<file path="src/rtl/fre_div_sel.sv">
// fre_div_sel: selectable clock-enable divider driven by a one-hot ratio select.
// Produces a registered square wave (div_out) and a last-cycle-of-period strobe (div_pulse).
// Ratio changes and stops are deferred to the next period boundary so no phase is truncated.
// Optional macro FDIV_IMMEDIATE_SWITCH_EN: apply ratio changes and stops on the next cycle,
// truncating the running period.
module fre_div_sel #(
  parameter int unsigned DIV0  = 2,
  parameter int unsigned DIV1  = 4,
  parameter int unsigned DIV2  = 10,
  parameter int unsigned DIV3  = 100,
  parameter int unsigned CNT_W = 16
) (
  input  logic       clk,
  input  logic       rst,
  input  logic [3:0] key_choose,
  output logic       div_out,
  output logic       div_pulse,
  output logic [1:0] sel_idx,
  output logic       active
);

  // Terminal count (N-1) and high-phase length (floor(N/2)); both fit in CNT_W bits.
  localparam logic [CNT_W-1:0] Lim0  = CNT_W'(DIV0 - 1);
  localparam logic [CNT_W-1:0] Lim1  = CNT_W'(DIV1 - 1);
  localparam logic [CNT_W-1:0] Lim2  = CNT_W'(DIV2 - 1);
  localparam logic [CNT_W-1:0] Lim3  = CNT_W'(DIV3 - 1);
  localparam logic [CNT_W-1:0] Half0 = CNT_W'(DIV0 / 2);
  localparam logic [CNT_W-1:0] Half1 = CNT_W'(DIV1 / 2);
  localparam logic [CNT_W-1:0] Half2 = CNT_W'(DIV2 / 2);
  localparam logic [CNT_W-1:0] Half3 = CNT_W'(DIV3 / 2);

  typedef enum logic [0:0] {StIdle, StRun} state_e;

  state_e           state_q, state_d;
  logic [CNT_W-1:0] cnt_q, cnt_d;
  logic [1:0]       sel_q, sel_d;
  logic             div_out_q, div_out_d;
  logic             div_pulse_q, div_pulse_d;
  logic             oh_valid;
  logic [1:0]       oh_idx;
  logic             boundary;

`ifndef FDIV_IMMEDIATE_SWITCH_EN
  // Deferred request: either a new ratio index or a stop.
  logic             pend_q, pend_d;
  logic             pend_stop_q, pend_stop_d;
  logic [1:0]       pend_idx_q, pend_idx_d;
`endif

  function automatic logic [CNT_W-1:0] lim_of(input logic [1:0] idx);
    unique case (idx)
      2'd0: lim_of = Lim0;
      2'd1: lim_of = Lim1;
      2'd2: lim_of = Lim2;
      2'd3: lim_of = Lim3;
    endcase
  endfunction

  function automatic logic [CNT_W-1:0] half_of(input logic [1:0] idx);
    unique case (idx)
      2'd0: half_of = Half0;
      2'd1: half_of = Half1;
      2'd2: half_of = Half2;
      2'd3: half_of = Half3;
    endcase
  endfunction

  // Decode the one-hot select; zero and multi-hot values decode as not valid.
  always_comb begin
    oh_valid = 1'b0;
    oh_idx   = 2'd0;
    unique case (key_choose)
      4'b0001: begin oh_valid = 1'b1; oh_idx = 2'd0; end
      4'b0010: begin oh_valid = 1'b1; oh_idx = 2'd1; end
      4'b0100: begin oh_valid = 1'b1; oh_idx = 2'd2; end
      4'b1000: begin oh_valid = 1'b1; oh_idx = 2'd3; end
      default: ;
    endcase
  end

  assign boundary = (cnt_q == lim_of(sel_q));

  // Next-state logic for the IDLE/RUN machine, period counter and ratio selection.
  always_comb begin
    state_d = state_q;
    cnt_d   = cnt_q;
    sel_d   = sel_q;
`ifndef FDIV_IMMEDIATE_SWITCH_EN
    pend_d      = pend_q;
    pend_stop_d = pend_stop_q;
    pend_idx_d  = pend_idx_q;
`endif
    unique case (state_q)
      StIdle: begin
        if (oh_valid) begin
          state_d = StRun;
          cnt_d   = '0;
          sel_d   = oh_idx;
        end
      end
      StRun: begin
`ifdef FDIV_IMMEDIATE_SWITCH_EN
        if (key_choose == 4'b0000) begin
          state_d = StIdle;
          cnt_d   = '0;
        end else if (oh_valid && (oh_idx != sel_q)) begin
          cnt_d = '0;
          sel_d = oh_idx;
        end else if (boundary) begin
          cnt_d = '0;
        end else begin
          cnt_d = cnt_q + 1'b1;
        end
`else
        // Fold this cycle's request in first so a boundary-cycle request applies at once.
        if (key_choose == 4'b0000) begin
          pend_d      = 1'b1;
          pend_stop_d = 1'b1;
        end else if (oh_valid && (oh_idx != sel_q)) begin
          pend_d      = 1'b1;
          pend_stop_d = 1'b0;
          pend_idx_d  = oh_idx;
        end
        if (boundary) begin
          cnt_d = '0;
          if (pend_d) begin
            if (pend_stop_d) state_d = StIdle;
            else             sel_d   = pend_idx_d;
            pend_d      = 1'b0;
            pend_stop_d = 1'b0;
          end
        end else begin
          cnt_d = cnt_q + 1'b1;
        end
`endif
      end
      default: state_d = StIdle;
    endcase
  end

  // Outputs are derived from the next count so they register in step with cnt_q.
  always_comb begin
    div_out_d   = (state_d == StRun) && (cnt_d < half_of(sel_d));
    div_pulse_d = (state_d == StRun) && (cnt_d == lim_of(sel_d));
  end

  // State and output registers with synchronous active-high reset.
  always_ff @(posedge clk) begin
    if (rst) begin
      state_q     <= StIdle;
      cnt_q       <= '0;
      sel_q       <= 2'd0;
      div_out_q   <= 1'b0;
      div_pulse_q <= 1'b0;
    end else begin
      state_q     <= state_d;
      cnt_q       <= cnt_d;
      sel_q       <= sel_d;
      div_out_q   <= div_out_d;
      div_pulse_q <= div_pulse_d;
    end
  end

`ifndef FDIV_IMMEDIATE_SWITCH_EN
  // Pending-request register; reset discards any deferred request.
  always_ff @(posedge clk) begin
    if (rst) begin
      pend_q      <= 1'b0;
      pend_stop_q <= 1'b0;
      pend_idx_q  <= 2'd0;
    end else begin
      pend_q      <= pend_d;
      pend_stop_q <= pend_stop_d;
      pend_idx_q  <= pend_idx_d;
    end
  end
`endif

  assign div_out   = div_out_q;
  assign div_pulse = div_pulse_q;
  assign sel_idx   = sel_q;
  assign active    = (state_q == StRun);

endmodule

</file>
<file path="config.mk">
export PLATFORM = sky130hd
export DESIGN_NAME = fre_div_sel
export DESIGN_NICKNAME = d
export VERILOG_FILES = /design/src/rtl/fre_div_sel.sv
export SDC_FILE = /design/constraint.sdc
export NUM_CORES = 1
export LEC_CHECK = 0
export CAP_MARGIN = 20
export CELL_PAD_IN_SITES_DETAIL_PLACEMENT = 0
export CELL_PAD_IN_SITES_GLOBAL_PLACEMENT = 1
export CORE_ASPECT_RATIO = 1.5
export CORE_MARGIN = 10
export CORE_UTILIZATION = 44
export CTS_CLUSTER_SIZE = 25
export DETAILED_ROUTE_END_ITERATION = 10
export PLACE_DENSITY_LB_ADDON = 0.1
export SLEW_MARGIN = 40
export SYNTH_ARGS = -nofsm -noshare
export SYNTH_HDL_FRONTEND = slang
export SYNTH_SLANG_ARGS = --single-unit
export TNS_END_PERCENT = 10
</file>
<file path="constraint.sdc">
create_clock -name clk -period 3.8 [get_ports clk]
set_input_delay 0.57 -clock clk [delete_from_list [all_inputs] [get_ports clk]]
set_output_delay 0.57 -clock clk [all_outputs]
set_load 0.01 [all_outputs]
</file>
; Word-level counts from Yosys, hierarchy flattened
; Index checks and enable logic that the tools add are counted.
[totals]
reg_bits = 25
out_inout_bits = 5
wordCells = 60
[op_classes]
n_addsub = 1
n_lt_le_gt_ge = 1
n_eq_ne = 13
mux = 29
bitwise = 1
n_reduce_logical = 7
[ops]
columns = operator, n
row1 = $pmux W16 S4, 3
row2 = $eq A16 B16 Y1, 2
row3 = $mux W16, 2
row4 = $pmux W16 S2, 1
row5 = $add A16 B1 Y16 const B, 1
row6 = $lt A16 B16 Y1, 1
row7 = $mux W1, 14
row8 = $mux W2, 6
row9 = $eq A2 B2 Y1 const B, 4
row10 = $pmux W2 S3, 1
row11 = $eq A2 B1 Y1 const B, 2
row12 = $eq A4 B1 Y1 const B, 1
row13 = $eq A4 B2 Y1 const B, 1
row14 = $eq A4 B3 Y1 const B, 1
row15 = $eq A4 B4 Y1 const B, 1
row16 = $logic_not A2 Y1, 2
row17 = $logic_not A4 Y1, 1
row18 = $pmux W2 S2, 1
row19 = $reduce_or A4 Y1, 1
row20 = $logic_and A1 B1 Y1, 3
row21 = $ne A2 B2 Y1, 1
row22 = $pmux W1 S2, 1
row23 = $not A1 Y1, 1

; Logic depth before layout (Yosys ltp)
[depth]
ltp_word = 15
depth_mapped = 13
depth_no_buf = 11

; Worst setup path after synthesis
; No wires, ideal clock.
[synth_path]
path_kind = input -> register
from = input key_choose[2]
to = register div_out_q (netlist: div_out)
setup_ps = 92
t_arrival_ps = 3227
required_ps = 3708
setup_slack_ps = 481
stages = 13
path_buffers = 2
path_cell_list = buf_4 -> nor2b_1 -> nand2_1 -> a211o_1 -> and2_4 -> buf_6 -> mux2i_4 -> a31oi_2 -> or2b_1 -> ha_1 -> a31o_2 -> a211o_1 -> nor4_1
[synth_between]
elab_chain_len = 15
[synth_rtl]
columns = item, line
row1 = start: declaration, 15  ; input logic [3:0] key_choose,
row2 = $eq A4 B4 Y1 (tied with other cells), 72  ; unique case (key_choose)
row3 = $pmux W2 S3 / $reduce_or A4 Y1 (equally long branches), n/a
row4 = $ne A2 B2 Y1 / $mux W1 (equally long branches), "119, 72"
row5 = $logic_and A1 B1 Y1, 119  ; end else if (oh_valid && (oh_idx != sel_q)) begin
row6 = $mux W1, 119
row7 = $mux W1, 116  ; if (key_choose == 4'b0000) begin
row8 = $mux W1, 93  ; unique case (state_q)
row9 = $mux W2, 127  ; if (pend_stop_d) state_d = StIdle;
row10 = $mux W2, 126  ; if (pend_d) begin
row11 = $mux W2, 124  ; if (boundary) begin
row12 = $pmux W2 S2, 93
row13 = $eq A2 B2 Y1 (tied with other cells), 60  ; unique case (idx)
row14 = $pmux W16 S4, 60
row15 = $lt A16 B16 Y1, 143  ; div_out_d = (state_d == StRun) && (cnt_d < half_of(sel_d));
row16 = $logic_and A1 B1 Y1 (*), 143
row17 = end signal: assignment, 159  ; div_out_q <= div_out_d;
row18 = end: declaration, 37  ; logic div_out_q, div_out_d;
; Every way passes the cells marked *; elsewhere a longest branch is shown, timed or not. The select of a mux whose other input is x is not followed.
; A chain may end at the register's enable or synchronous reset.

; Worst setup path after layout
; Ends and elaborated chain as after synthesis.

==> flow_summary.toml <==
[clock_tree]
max-clock-path-buffers = 2
cts_setup_buffers = 0
cts_num_sinks = 25
cts_made_buffers = 3
clk_latency_ns = 0.28
root_buffer = "clkbuf_8"
cts-htree-levels = 1
cts_tree = "built"
path_clk_slew_ns = 0.10

[timing]
drv_slew = 0
setup_tns_ns = 0
slew_headroom = 0.575
clock_skew_ns = 0.00613
rsz0062_at_grt = "no"
tightest_slew_ns = 0.630
fin_crit_ns = 3.48
whs_ns = 0.509
setup_viol = 0
fin_ws_ns = 0.319
final-hold-violation-count = 0
fmax_ghz = 0.287
fin_crit_sh = 0.916

[route]
drt-met1-wl_mm = 2.10
drt_iter0_markers = 153
drc_errors = 0
drt-total-wl_mm = 5.04
via_per_inst = 6.02
top_layer = "met4"
drt_first_pass_iters = 4
vias = 1859
ant_nets = 0
wire_per_inst_microns = 16.3
wl_met3_microns = 151
wl_met2_mm = 2.72

[synth]
synthFlopType = "dfxtp_1"
ys_seq_area_frac = 0.267
synth_top_family_by_area = "simple AND/OR/NAND/NOR gates"
synth_mux_area_frac = 0.0120
synth_edf_count = 0
netlist_instances = 249
synthTopCellsByArea = "dfxtp_1 (27%), o21ai_0 (5.1%), nand2_1 (4.8%), nor2_1 (4.6%), a21oi_1 (4.5%)"
synth_adder_area_share = 0.0334
yosys.area.top_type = "dfxtp_1"
syn_nets = 260
yosys_warnings = 0
synth_top_area_share = 0.267
synth-xor-area-share = 0.0187
synth-simple-area-share = 0.328
synthesis.area_sq_um = 1870
synth_compound_area_frac = 0.274
syn_area_per_cell_sq_um = 7.53
ys_types = 55
ys_ff_latch = 25
synth-async-reset-ratio = 0

[layout]
area_growth_pct = 13.2
regArea_sq_um = 500
design_area_sq_um = 2120
final_common_cell = "dfxtp_1"
multi_input_area_sq_um = 1260
fin_nets = 275
mostFrequentLayoutCells = "dfxtp_1 (25), nand2_1 (24), nor2_1 (23)"
antenna_cells = 0
final_cells = 309
drive_gt1_frac = 0.137
nFillCells = 445

[placement]
place_area_sq_um = 2070
place.port_buffers = 10
dp_hpwl_mm = 3.86
finalWeightedCongestion = 0.939
pre_cts_ws_ns = 0.0525
dp_cells = 305

[critical_path]
crit_chain = "clkdlybuf4s50_1 > nor2b_1 > nand2_1 > a211o_1 > a31oi_1 > o22ai_1 > a31oi_2 > or2b_1 > ha_1 > a31o_2 > a211o_1 > nor4_1"
endpoint_kind = "register"
worstSetupPathType = "input port to register"
crit_path_frequent_cell = "a211o_1"
crit_arrival_ns = 3.68
cpMaxStageDelayCell = "clkdlybuf4s50_1"
start_kind = "input port"
critPathMaxFanout = 4
max_stage_delay_ns = 0.52
cp_data_required_time_ns = 4.00

[global_route]
grt_pass1_vias = 1762
grt_max_degree = 24
antenna_found_initial = 0
grt_usage = 0.140
grt_pass1_wl_mm = 8.47
globalRouteOverflowTotal = 0

[min_path]
holdCritPathClass = "register to register"

[floorplanning]
pin_count = 11
die_x_microns = 73.3
core_area_sq_um = 4170
die_area_sq_um = 7320
die_h_microns = 99.9
start_util = 0.449
num_rows = 29

[job]
max-cap-violations = 0

[power]
leakage_nw = 0.777
cellPowerDensity_nw_per_um2 = 292
vdd_drop_max_mv = 0.211

[outcome]
status = "complete, no violations"
power breakdown:
group	switching (mW)	internal [mW]	leakage, nW
Sequential	0.0126	0.270	0.203
Clock	0.0979	0.0745	0.0217
Combinational	0.0892	0.0743	0.553
Total	0.200	0.419	0.777
stage by stage:
stage | utilization | total power [mW]
after CTS | 0.507 | 0.623
after detailed placement | 0.495 | 0.453
final | 0.509 | 0.619
after global routing | 0.509 | 0.651
after floorplan | - | 0.393
after global placement | 0.495 | 0.453
repair_timing:
| action | in CTS | in global routing |
|---|---|---|
| setup endpoints to repair | 0 | 1 |
| gates resized for setup | 0 | 1 |
| hold buffers | 0 | 0 |
cell families after synthesis:
family | count (synthesis)
compound gates | 75
xor+xnor | 4
fa+ha+maj | 5
buf+inv | 24
flops | 25
mux | 1
simple gates | 115
critical path, delay by kind of cell:
family	cells	cell delay, ns
fa+ha+maj	1	0.31
compound gates	6	1.48
buf+inv	1	0.52
simple gates	4	0.77
state kept, by name (all words and copies together), names as in the netlist:
name / count
pend_idx_q: 2
pend_q: 1
cnt_q: 16
active: 1
pend_stop_q: 1
div_out: 1
sel_idx: 2
div_pulse: 1
routing by layer:
layer	vias up	global-route usage
li1	943	-
met5	-	0
met3	6	0.0207
met1	882	0.157
met4	0	0.0446
met2	28	0.257
final timing paths:
path                                     from            end  slack (ns)  cells after the start
worst max-delay path            key_choose[2]        div_out        0.32                     12
worst min-delay path            pend_idx_q[0]  pend_idx_q[0]        0.51                      2
worst max register to register      cnt_q[11]        div_out        0.37                     11
worst min register to register  pend_idx_q[0]  pend_idx_q[0]        0.51                      2
cell type report:
type                       instances  area share
tap                               46      0.0271
sequential                        25       0.236
timing repair buffer              27       0.107
clock inverter                     1     0.00354
clock buffer                       3      0.0195
inverter                           7      0.0124
multi-input combinational        200       0.594
cells in the mapped netlist (all sizes together) (2+ instances only):
cell type,n
a22o,4
or2,3
nand2b,3
clkbuf,7
nor4,5
and2,4
a211o,3
nand2,24
and4,2
a31oi,6
a21oi,17
nand4,8
a311oi,3
o211ai,3
xnor2,4
o31a,2
o21bai,2
dfxtp,25
a211oi,2
a31o,3
o21ai,20
buf,10
ha,5
nand3,10
nor3,8
a32oi,2
or3,4
inv,7
and3,5
nor2b,11
nor2,23
(Power assumes the default switching activity.)
